===== src/rtl/cache_fill_fsm_pkg.sv =====
`default_nettype none
// ============================================================================
// Module      : cache_fill_pkg
// Description : Shared state encoding and address-offset constants for the
//               cache block-fill controller.
// Revision    : 1.0 - initial release
// ============================================================================
package cache_fill_pkg;

    typedef enum logic [1:0] {
        IDLE = 2'd0,
        FILL = 2'd1,
        TAG  = 2'd2
    } fill_state_t;

    localparam int BLOCK_OFFSET_BITS = 4;
    localparam int WORD_OFFSET_LSB   = 1;

endpackage
`default_nettype wire


===== src/rtl/cache_fill_fsm_if.sv =====
`default_nettype none
// ============================================================================
// Module      : cache_fill_fsm_if
// Description : Cache-side and memory-side signal bundle of the fill
//               controller; master is the controller, slave its environment.
// Revision    : 1.0 - initial release
// ============================================================================
interface cache_fill_fsm_if #(
    parameter int ADDR_WIDTH = 16
);
    logic                  miss_detected;
    logic [ADDR_WIDTH-1:0] miss_address;
    logic                  memory_data_valid;
    logic [15:0]           memory_data;
    logic                  fsm_busy;
    logic                  memory_read_en;
    logic [ADDR_WIDTH-1:0] memory_address;
    logic                  write_data_array;
    logic                  write_tag_array;
    logic [ADDR_WIDTH-1:0] cache_address;
    logic [15:0]           cache_data;
    logic [15:0]           miss_count;

    modport master (
        input  miss_detected, miss_address, memory_data_valid, memory_data,
        output fsm_busy, memory_read_en, memory_address, write_data_array,
               write_tag_array, cache_address, cache_data, miss_count
    );

    modport slave (
        output miss_detected, miss_address, memory_data_valid, memory_data,
        input  fsm_busy, memory_read_en, memory_address, write_data_array,
               write_tag_array, cache_address, cache_data, miss_count
    );
endinterface
`default_nettype wire


===== src/rtl/cache_fill_fsm_fill_word_counter.sv =====
`default_nettype none
// ============================================================================
// Module      : fill_word_counter
// Description : Width-parameterised up-counter with synchronous clear,
//               count enable and asynchronous reset.
// Revision    : 1.0 - initial release
// ============================================================================
module fill_word_counter #(
    parameter int WIDTH = 4
) (
    input  wire logic             clk,
    input  wire logic             rst,
    input  wire logic             clr,
    input  wire logic             en,
    output logic [WIDTH-1:0]      count
);

    logic [WIDTH-1:0] count_q;
    logic [WIDTH-1:0] count_d;

    always_comb begin
        count_d = count_q;
        if (clr) begin
            count_d = '0;
        end else if (en) begin
            count_d = count_q + WIDTH'(1);
        end
    end

    always_ff @(posedge clk or posedge rst) begin
        if (rst) begin
            count_q <= '0;
        end else begin
            count_q <= count_d;
        end
    end

    assign count = count_q;

endmodule
`default_nettype wire


===== src/rtl/cache_fill_fsm.sv =====
`default_nettype none
// ============================================================================
// Module      : cache_fill_fsm
// Description : Cache miss fill controller: reads a full block from main
//               memory, writes each word into the data array, then issues one
//               tag write. Optional fill counter: CACHE_FILL_MISS_COUNT_EN.
// Revision    : 1.0 - initial release
// ============================================================================
module cache_fill_fsm
    import cache_fill_pkg::*;
#(
    parameter int ADDR_WIDTH  = 16,
    parameter int BLOCK_WORDS = 8
) (
    input  wire logic        clk,
    input  wire logic        rst,
    cache_fill_fsm_if.master bus
);

    localparam int IDX_W = $clog2(BLOCK_WORDS);
    localparam int CNT_W = IDX_W + 1;

    localparam logic [CNT_W-1:0]      CNT_FULL   = CNT_W'(BLOCK_WORDS);
    localparam logic [CNT_W-1:0]      CNT_LAST   = CNT_W'(BLOCK_WORDS - 1);
    localparam logic [ADDR_WIDTH-1:0] BLOCK_MASK = ~ADDR_WIDTH'((1 << BLOCK_OFFSET_BITS) - 1);

    fill_state_t           state_q, state_d;
    logic [ADDR_WIDTH-1:0] base_q,  base_d;

    logic [CNT_W-1:0]      issue_cnt;
    logic [CNT_W-1:0]      recv_cnt;
    logic                  cnt_clr;
    logic                  issue_en;
    logic                  recv_en;
    logic [ADDR_WIDTH-1:0] issue_off;
    logic [ADDR_WIDTH-1:0] recv_off;

    logic                  busy;
    logic                  read_en;
    logic [ADDR_WIDTH-1:0] mem_addr;
    logic                  wr_data;
    logic                  wr_tag;
    logic [ADDR_WIDTH-1:0] c_addr;
    logic [15:0]           c_data;

    // Counters restart on the IDLE->FILL transition so every fill starts at word 0.
    assign cnt_clr   = (state_q == IDLE) && bus.miss_detected;
    assign issue_en  = (state_q == FILL) && (issue_cnt < CNT_FULL);
    assign recv_en   = (state_q == FILL) && bus.memory_data_valid;
    assign issue_off = ADDR_WIDTH'(issue_cnt[IDX_W-1:0]) << WORD_OFFSET_LSB;
    assign recv_off  = ADDR_WIDTH'(recv_cnt[IDX_W-1:0]) << WORD_OFFSET_LSB;

    fill_word_counter #(.WIDTH(CNT_W)) u_issue_cnt (
        .clk   (clk),
        .rst   (rst),
        .clr   (cnt_clr),
        .en    (issue_en),
        .count (issue_cnt)
    );

    fill_word_counter #(.WIDTH(CNT_W)) u_recv_cnt (
        .clk   (clk),
        .rst   (rst),
        .clr   (cnt_clr),
        .en    (recv_en),
        .count (recv_cnt)
    );

    always_comb begin
        state_d  = state_q;
        base_d   = base_q;
        busy     = 1'b0;
        read_en  = 1'b0;
        mem_addr = '0;
        wr_data  = 1'b0;
        wr_tag   = 1'b0;
        c_addr   = '0;
        c_data   = '0;
        case (state_q)
            IDLE: begin
                if (bus.miss_detected) begin
                    base_d  = bus.miss_address & BLOCK_MASK;
                    state_d = FILL;
                end
            end
            FILL: begin
                busy = 1'b1;
                if (issue_cnt < CNT_FULL) begin
                    read_en  = 1'b1;
                    mem_addr = base_q | issue_off;
                end
                if (bus.memory_data_valid) begin
                    wr_data = 1'b1;
                    c_addr  = base_q | recv_off;
                    c_data  = bus.memory_data;
                    if (recv_cnt == CNT_LAST) begin
                        state_d = TAG;
                    end
                end
            end
            TAG: begin
                busy    = 1'b1;
                wr_tag  = 1'b1;
                c_addr  = base_q;
                state_d = IDLE;
            end
            default: begin
                state_d = IDLE;
            end
        endcase
    end

    always_ff @(posedge clk or posedge rst) begin
        if (rst) begin
            state_q <= IDLE;
            base_q  <= '0;
        end else begin
            state_q <= state_d;
            base_q  <= base_d;
        end
    end

    assign bus.fsm_busy         = busy;
    assign bus.memory_read_en   = read_en;
    assign bus.memory_address   = mem_addr;
    assign bus.write_data_array = wr_data;
    assign bus.write_tag_array  = wr_tag;
    assign bus.cache_address    = c_addr;
    assign bus.cache_data       = c_data;

`ifdef CACHE_FILL_MISS_COUNT_EN
    logic [15:0] miss_count_q, miss_count_d;

    // Saturating count of completed fills; only rst clears it.
    always_comb begin
        miss_count_d = miss_count_q;
        if ((state_q == TAG) && (miss_count_q != 16'hFFFF)) begin
            miss_count_d = miss_count_q + 16'd1;
        end
    end

    always_ff @(posedge clk or posedge rst) begin
        if (rst) begin
            miss_count_q <= '0;
        end else begin
            miss_count_q <= miss_count_d;
        end
    end

    assign bus.miss_count = miss_count_q;
`else
    assign bus.miss_count = 16'h0000;
`endif

endmodule
`default_nettype wire


===== src/flat_wrapper.sv =====
// flat-port wrapper written by rule: the top's interface ports become plain ports
module cache_fill_fsm_flat import cache_fill_pkg::*;
#(
    parameter int ADDR_WIDTH  = 16,
    parameter int BLOCK_WORDS = 8
)
  (clk, rst, bus_miss_detected, bus_miss_address, bus_memory_data_valid, bus_memory_data, bus_fsm_busy, bus_memory_read_en, bus_memory_address, bus_write_data_array, bus_write_tag_array, bus_cache_address, bus_cache_data, bus_miss_count);
  cache_fill_fsm_if #(.ADDR_WIDTH(ADDR_WIDTH)) bus_i ();
  input  wire logic clk;
  input  wire logic rst;
  input wire logic [$bits(bus_i.miss_detected)-1:0] bus_miss_detected;
  input wire logic [$bits(bus_i.miss_address)-1:0] bus_miss_address;
  input wire logic [$bits(bus_i.memory_data_valid)-1:0] bus_memory_data_valid;
  input wire logic [$bits(bus_i.memory_data)-1:0] bus_memory_data;
  output wire logic [$bits(bus_i.fsm_busy)-1:0] bus_fsm_busy;
  output wire logic [$bits(bus_i.memory_read_en)-1:0] bus_memory_read_en;
  output wire logic [$bits(bus_i.memory_address)-1:0] bus_memory_address;
  output wire logic [$bits(bus_i.write_data_array)-1:0] bus_write_data_array;
  output wire logic [$bits(bus_i.write_tag_array)-1:0] bus_write_tag_array;
  output wire logic [$bits(bus_i.cache_address)-1:0] bus_cache_address;
  output wire logic [$bits(bus_i.cache_data)-1:0] bus_cache_data;
  output wire logic [$bits(bus_i.miss_count)-1:0] bus_miss_count;
  assign bus_i.miss_detected = bus_miss_detected;
  assign bus_i.miss_address = bus_miss_address;
  assign bus_i.memory_data_valid = bus_memory_data_valid;
  assign bus_i.memory_data = bus_memory_data;
  assign bus_fsm_busy = bus_i.fsm_busy;
  assign bus_memory_read_en = bus_i.memory_read_en;
  assign bus_memory_address = bus_i.memory_address;
  assign bus_write_data_array = bus_i.write_data_array;
  assign bus_write_tag_array = bus_i.write_tag_array;
  assign bus_cache_address = bus_i.cache_address;
  assign bus_cache_data = bus_i.cache_data;
  assign bus_miss_count = bus_i.miss_count;
  cache_fill_fsm #(.ADDR_WIDTH(ADDR_WIDTH), .BLOCK_WORDS(BLOCK_WORDS)) u_core (.clk(clk), .rst(rst), .bus(bus_i));
endmodule

===== config.mk =====
export PLATFORM = sky130hd
export DESIGN_NAME = cache_fill_fsm_flat
export DESIGN_NICKNAME = d
export VERILOG_FILES = /design/src/rtl/cache_fill_fsm_pkg.sv /design/src/rtl/cache_fill_fsm_if.sv /design/src/rtl/cache_fill_fsm_fill_word_counter.sv /design/src/rtl/cache_fill_fsm.sv /design/src/flat_wrapper.sv
export SDC_FILE = /design/constraint.sdc
export NUM_CORES = 1
export LEC_CHECK = 0
export ABC_AREA = 1
export BUFFER_PORTS_ARGS = -buffer_cell sky130_fd_sc_hd__buf_2
export CORE_MARGIN = 5
export CORE_UTILIZATION = 41
export CTS_CLUSTER_DIAMETER = 40
export DETAILED_ROUTE_END_ITERATION = 8
export HOLD_SLACK_MARGIN = 0.12
export PLACE_DENSITY = 0.8
export SYNTH_ARGS = -nofsm -noshare
export SYNTH_HDL_FRONTEND = slang
export SYNTH_SLANG_ARGS = --single-unit

===== constraint.sdc =====
create_clock -name clk -period 1.6 [get_ports clk]
set_clock_uncertainty 0.2 [all_clocks]
set_input_delay 0.08 -clock clk [delete_from_list [all_inputs] [get_ports clk]]
set_output_delay 0.08 -clock clk [all_outputs]
set_load 0.05 [all_outputs]

==> parameters.txt, run 1 <==
Parameter                              Value

Setup path
  Delay contributed by the slowest stage of the critical path    roughly 0.48 ns
  Largest driver fanout on the critical path    6
  FF-to-FF Start    u_core.state_q[1]
  List of cells traversed by the critical path    ha_4 > nand2_4 > inv_2 > o21ai_4 > clkbuf_16 > nor2_4 > buf_6
  Startpoint Class    flip-flop
  Critical Path RT    1.32 ns
  Startpoint-to-endpoint class of the critical path    reg -> out
  Arrival time of data at the critical path endpoint    roughly 1.7 ns
  Kind of end point of the critical path    output pin
  Endpoint of the lowest-slack register-to-register path    u_core.u_issue_cnt.count[2]
  Cell depth of the worst flop-to-flop path    11
  Slowest library cell on the worst path    dfrtp_2
  Flop2flop setup slack    -0.24 ns

Placed design
  Cell area reported after detailed placement    approximately 0.0023 mm2
  Pre-CTS worst setup slack    -0.1447 ns
  PortBufs    81
  DP HPWL    approximately 3300 um
  Final Wtd Congestion    0.8191

Cells and area
  P&R area growth vs syn    112.2%
  Ratio of cells with drive above 1 in the final layout    0.5599
  Post-layout instance area    about 0.0032 mm2
  Nets    roughly 380
  Filler Cells Inserted    164
  Antenna Diode Count    0

Clocking
  H-tree levels    1
  Maximum root-to-sink buffer count    2
  Clock-pin transition on the worst setup and hold timing paths    ~0.07 ns
  CTS sink cnt    22
  Latest clock arrival within the worst-skew pair    between 0.2 and 0.3 ns
  CTS buffer count    3
  Clock root buffer master    clkbuf_8
  Clock tree from TritonCTS    yes

Synth
  Post-Synthesis Cells    216
  Synth Register Bits    22
  Avg Cell Area, Syn    ~6.9 um2
  Sequential fraction of the synthesis area    0.3679
  Synthesized area    around 0.0015 mm2
  Count of unique library cells instantiated by Yosys    21
  Yosys Warn Count    0

Routing
  Number of routed nets with antenna violations    0
  Routed wire length    around 7400 um
  TritonRoute pass-1 iters    4
  DRC violation count after routing    0
  WL/cell    just under 20 um
  DR vias/cell    ~5
  Via count    1898
  DRC violation total after the first TritonRoute iteration    between 150 and 200

Worst hold path
  Hold worst-path end    u_core.u_recv_cnt.count[2]
  Path type of the worst min-delay path    in -> reg
  Worst hold start    bus_memory_data_valid
  Number of cells on the worst hold path    5

Global routing
  Global-route congestion overflow total    0
  Total routing usage reported by global routing    0.2298
  Via count of the first global-routing pass    approximately 1800
  Wire length of the first global-routing pass    around 9000 um
  Pin count of the biggest net entering global routing    23
  Antenna violations before repair    0

Timing
  Final hold violation count    0
  Unrepaired setup endpoints after global routing    yes
  Crit path time final    a little under 2 ns
  Crit path setup slack, layout    -0.3772 ns
  Final Setup Violations    54
  Period Utilization, post-route    1.236
  Fmax    around 510 MHz
  Slew Limit Fails    0

Floorplanning
  Die Footprint    slightly below 0.005 mm2
  Initial standard-cell utilization of the core    0.4150
  Number of cell rows    22
  Core ar.    ~0.0036 mm2
  X dimension of the die    ~70 um
  Die Span Y    about 70 um
  I/O pin total    104

Flow run
  Max-cap violations    0

Status
  Outcome    complete, but fails checks
  Violated checks    negative setup slack

Power
  Largest vdd supply drop    about 1300 uV
  Power density over cell area    ~2000 mW/mm2
  Reported leakage power    between 1.5 and 2 nW
[layout by cell type (no fill, tap or decap), types with 2 or more instances in the layout]
master and count:
buf_6 48, inv_1 41, nor2_4 40, buf_2 32, nand2_1 24, dfrtp_1 21
conb_1 18, dlygate4sd3_1 14, o21ai_0 11, buf_8 10, buf_4 10, nor2_2 6
buf_12 6, nor2_1 5, inv_2 4, ha_4 4, nand2_2 3, nand2_4 3
o21ai_1 3, nor3_4 3, nand3_1 3, nand3_2 3, ha_1 3, clkbuf_8 3
inv_4 2, clkinvlp_4 2, nor3_1 2, o21ai_2 2
[per-stage QoR]
step                instances  setup TNS, ns  total power [mW]  hold WS [ns]    util
finish                    382         -14.23             6.259        0.1420  0.8806
global route              382         -16.94             6.480        0.1807  0.8806
CTS                       379         -10.98             5.686       0.07282  0.8442
detailed placement        356         -3.500             4.407      -0.07113  0.6489
global placement          356         -1.585             4.337      -0.07453  0.6489
floorplan                 233         -3.892             3.654       -0.1308       -
[layout make-up]
class | count | area [um2] | share of cell area
Tap cell | 48 | 60.06 | 0.01891
Inverter | 49 | 196.4 | 0.06186
Timing Repair Buffer | 121 | 1211 | 0.3814
Sequential cell | 22 | 551.8 | 0.1738
Multi-Input combinational cell | 139 | 1115 | 0.3511
Clock buffer | 3 | 41.29 | 0.01300
[state kept, by name, summed over array words and instances, names as in the netlist]
name and count:
u_core.base_q 12, u_core.u_issue_cnt.count 4, u_core.u_recv_cnt.count 4, u_core.state_q 2
[synth_stat cells]
| master | n | area [um2] |
|---|---|---|
| a211oi_1 | 1 | 7.510 |
| a21oi_1 | 2 | 10.01 |
| buf_2 | 1 | 5.000 |
| buf_4 | 19 | 142.6 |
| buf_6 | 2 | 22.52 |
| clkbuf_2 | 1 | 5.000 |
| conb_1 | 1 | 3.750 |
| dfrtp_1 | 22 | 550.5 |
| ha_1 | 7 | 87.58 |
| inv_1 | 47 | 176.4 |
| inv_2 | 2 | 7.510 |
| nand2_1 | 28 | 105.1 |
| nand2_2 | 2 | 12.51 |
| nand2_4 | 1 | 11.26 |
| nand3_1 | 6 | 30.03 |
| nand4_1 | 1 | 6.260 |
| nor2_1 | 50 | 187.7 |
| nor2_4 | 1 | 11.26 |
| nor3_1 | 5 | 25.02 |
| o21ai_0 | 16 | 80.08 |
| o21ai_2 | 1 | 8.760 |
[per-layer routing]
metal	vias up	track usage	share of wire
met1	917	0.2402	0.33
met3	33	0.03741	0.065
met2	107	0.4449	0.55
li1	841	-	-
met5	-	0	0
met4	0	0.09362	0.055
[what timing repair did]
action	CTS	global route
buffers inserted	5	4
endpoints found under the hold margin	44	0
resized for setup	137	34
cloned	1	0
hold buffers	14	0
setup endpoints to repair	54	59
pin swaps	10	10
[how the worst max path moves through the flow]
stage	endpoint	start	slack [ns]	depth (start not counted)
6_report	bus_cache_address[9]	u_core.state_q[0]	-0.38	7
5_1_grt	bus_cache_address[10]	u_core.state_q[0]	-0.42	7
4_1_cts	bus_cache_address[5]	u_core.state_q[0]	-0.32	7
3_5_place_dp	u_core.u_recv_cnt.count[3]	u_core.state_q[1]	-0.14	8
3_3_place_gp	bus_cache_address[2]	u_core.state_q[0]	-0.07	5
2_1_floorplan	bus_cache_address[1]	u_core.state_q[0]	-0.20	4
[worst max-delay path, delay by kind of cell, from the launching register on]
kind	cells	cell delay [ns]
flops	1	0.48
buf+inv	3	0.42
compound gates	1	0.22
fa+ha+maj	1	0.20
simple gates	2	0.12
[logic make-up (layout without fill, tap and decap cells)]
kind of cell	count (synthesis)	count (layout)	share of synthesized area
adders and majority gates	7	7	0.05853
DFF	22	22	0.3679
buffers and inverters	72	173	0.2400
and+or+nand+nor	94	94	0.2600
other	1	18	0.002506
AOI/OAI and AO/OA	20	20	0.07108
[power by group]
group	switching (mW)	internal [mW]	leakage [nW]	total, mW
Combinational	3.17	1.81	1.24	4.98
Clock	0.181	0.168	0.0216	0.349
Sequential	0.145	0.782	0.279	0.927
Note: power is estimated with default switching activity, not from simulation.
==> run 2, diff against run 1 <==
--- a/config.mk
+++ b/config.mk
@@ -12,7 +12,7 @@
 export CTS_CLUSTER_DIAMETER = 40
 export DETAILED_ROUTE_END_ITERATION = 8
 export HOLD_SLACK_MARGIN = 0.12
-export PLACE_DENSITY = 0.8
+export PLACE_DENSITY = 0.87
 export SYNTH_ARGS = -nofsm -noshare
 export SYNTH_HDL_FRONTEND = slang
 export SYNTH_SLANG_ARGS = --single-unit
==> run 2 against run 1 <==
Compared with the run above: the flow still finishes with violations (negative setup slack); worst hold slack improved by 0.0044 ns; die area unchanged; combinational power decreased by 5.2%; core utilization decreased by 2.3 points; sequential cell count unchanged; critical path depth decreased by 1; global-route usage increased by 0.69 points; count of clock-buffer cells in the layout unchanged; largest power group unchanged.
==> parameters.txt, run 2 (synthesis results as in run 1) <==
Parameter                              Value

Status
  Outcome    complete, but fails checks
  Violated checks    negative setup slack

Placed design
  PortBufs    81
  Pre-CTS worst setup slack    -0.1390 ns
  Final Wtd Congestion    around 0.76
  DP HPWL    3319 um

Setup path
  Largest driver fanout on the critical path    6
  FF-to-FF Start    u_core.state_q[1]
  Kind of end point of the critical path    output pin
  Arrival time of data at the critical path endpoint    1.74 ns
  Startpoint-to-endpoint class of the critical path    reg -> out
  Critical path destination    bus_cache_address[15]
  Startpoint Class    flip-flop
  Endpoint of the lowest-slack register-to-register path    u_core.u_issue_cnt.count[2]
  Start point of the critical path    u_core.state_q[0]
  Flop2flop setup slack    -0.21 ns
  Critical Path RT    1.32 ns
  Cell depth of the worst flop-to-flop path    10

Clocking
  Clock tree from TritonCTS    yes
  Clock root buffer master    clkbuf_8
  Latest clock arrival within the worst-skew pair    approximately 0.27 ns
  H-tree levels    1
  Clock-pin transition on the worst setup and hold timing paths    ~0.080 ns
  Maximum root-to-sink buffer count    2
  CTS buffer count    3
  CTS sink cnt    22

Floorplanning
  Initial standard-cell utilization of the core    0.4150
  X dimension of the die    between 70 and 80 um
  Die Span Y    between 70 and 80 um
  Core ar.    roughly 0.0036 mm2
  Number of cell rows    22
  I/O pin total    roughly 100
  Die Footprint    between 0.004 and 0.005 mm2

Flow run
  Max-cap violations    0

Routing
  DRC violation count after routing    0
  Via count    roughly 1900
  TritonRoute pass-1 iters    5
  WL/cell    ~19 um
  Routed wire length    approximately 7100 um
  Number of routed nets with antenna violations    0
  DRC violation total after the first TritonRoute iteration    ~170
  DR vias/cell    about 5.1

Power
  Logic gate share of total power    0.767
  Power density over cell area    around 2000 mW/mm2
  Share of total power in the clock network    0.086
  Power dissipated by switching net loads    approximately 3.4 mW
  Largest vdd supply drop    1211 uV
  Cell internal pwr    approximately 2.7 mW
  Reported leakage power    approximately 1.5 nW
  Relative contribution of sequential cells to total power    0.147
  Fraction of power spent switching nets    0.5540

Global routing
  Total routing usage reported by global routing    0.2368
  Pin count of the biggest net entering global routing    23
  Global-route congestion overflow total    0
  Via count of the first global-routing pass    ~1900
  Antenna violations before repair    0
  Wire length of the first global-routing pass    slightly above 9000 um

Cells and area
  Antenna Diode Count    0
  Max reg flops    12
  Ratio of cells with drive above 1 in the final layout    0.5343
  P&R area growth vs syn    106.6%
  Filler Cells Inserted    180
  Most frequent standard cell in the layout excluding fill and tap cells    inv_1
  Most frequent cells in the layout    inv_1 (42), buf_6 (40), nor2_4 (39)
  Nets    about 380
  Biggest register    u_core.base_q

Timing
  Final Setup Violations    57
  Final hold violation count    0
  Slew Limit Fails    0
  Unrepaired setup endpoints after global routing    yes
  Period Utilization, post-route    1.261
  Crit path time final    a little over 2 ns
  Crit path setup slack, layout    -0.4168 ns
  Fmax    slightly below 500 MHz
  Worst hold slack across all endpoints    about 0.15 ns

Worst hold path
  Number of cells on the worst hold path    4
  Path type of the worst min-delay path    in -> reg
## run 2: cell types whose count changed in the layout (fill, tap and decap cells not counted), sizes merged
| cell | before | now |
|---|---|---|
| buf | 106 | 105 |
| bufinv | 0 | 1 |
| dlygate4sd3 | 14 | 15 |
## run 2: how the worst min path moves through the flow
stage	from	endpoint	slack, ns
2_1_floorplan	rst	u_core.base_q[10]	-0.13
3_3_place_gp	rst	u_core.base_q[8]	-0.07
3_5_place_dp	rst	u_core.base_q[8]	-0.07
4_1_cts	bus_memory_data_valid	u_core.u_recv_cnt.count[2]	0.14
5_1_grt	bus_memory_data_valid	u_core.u_recv_cnt.count[1]	0.15
6_report	bus_memory_data_valid	u_core.u_recv_cnt.count[1]	0.15
## run 2: metrics by stage
stage	setup TNS [ns]	instances	instance area, um2	total power [mW]	utilization
5_1_grt	-15.64	383	3092	6.354	0.8574
6_report	-12.99	383	3092	6.160	0.8574
2_1_floorplan	-3.892	233	1882	3.654	-
3_3_place_gp	-2.588	353	2280	4.235	0.6322
4_1_cts	-11.85	380	2975	5.621	0.8251
3_5_place_dp	-4.667	353	2280	4.307	0.6322
## run 2: layer usage
metal,routed length (um),GRT usage
met1,2347,0.2491
met2,3729,0.4168
met3,501,0.04748
met4,526,0.1638
met5,0,0
## run 2: what timing repair did
item	CTS	global route
resized for setup	113	38
gates cloned	2	0
hold buffers	15	0
endpoints found under the hold margin	43	0
setup endpoints to repair	53	59
buffers inserted	6	5
pin swaps	9	10
## run 2: critical path: stages (launching register included)
cell and delay [ns]:
dfrtp_1 0.45, inv_2 0.10, ha_4 0.33, o21ai_4 0.10, clkbuf_16 0.18, nor2_4 0.13, buf_8 0.17
## run 2: area by class of cell
cell class / instances / area (um2) / share of cell area
Inverter: 49 / 193.9 / 0.06273
Clock buffer: 3 / 41.29 / 0.01335
Clock inverter: 1 / 30.03 / 0.009713
Sequential cell: 22 / 550.5 / 0.1781
Timing Repair Buffer: 121 / 1134 / 0.3667
Tap cell: 48 / 60.06 / 0.01943
Multi-Input combinational cell: 139 / 1082 / 0.3501
## run 2: power by group through the flow
| stage | combinational (mW) | clock (mW) | sequential (mW) |
|---|---|---|---|
| final | 4.72 | 0.532 | 0.907 |
| after global routing | 4.88 | 0.552 | 0.921 |
| after CTS | 4.22 | 0.521 | 0.877 |
| after detailed placement | 3.42 | 0 | 0.887 |
| after global placement | 3.36 | 0 | 0.876 |
| after floorplan | 2.79 | 0 | 0.866 |
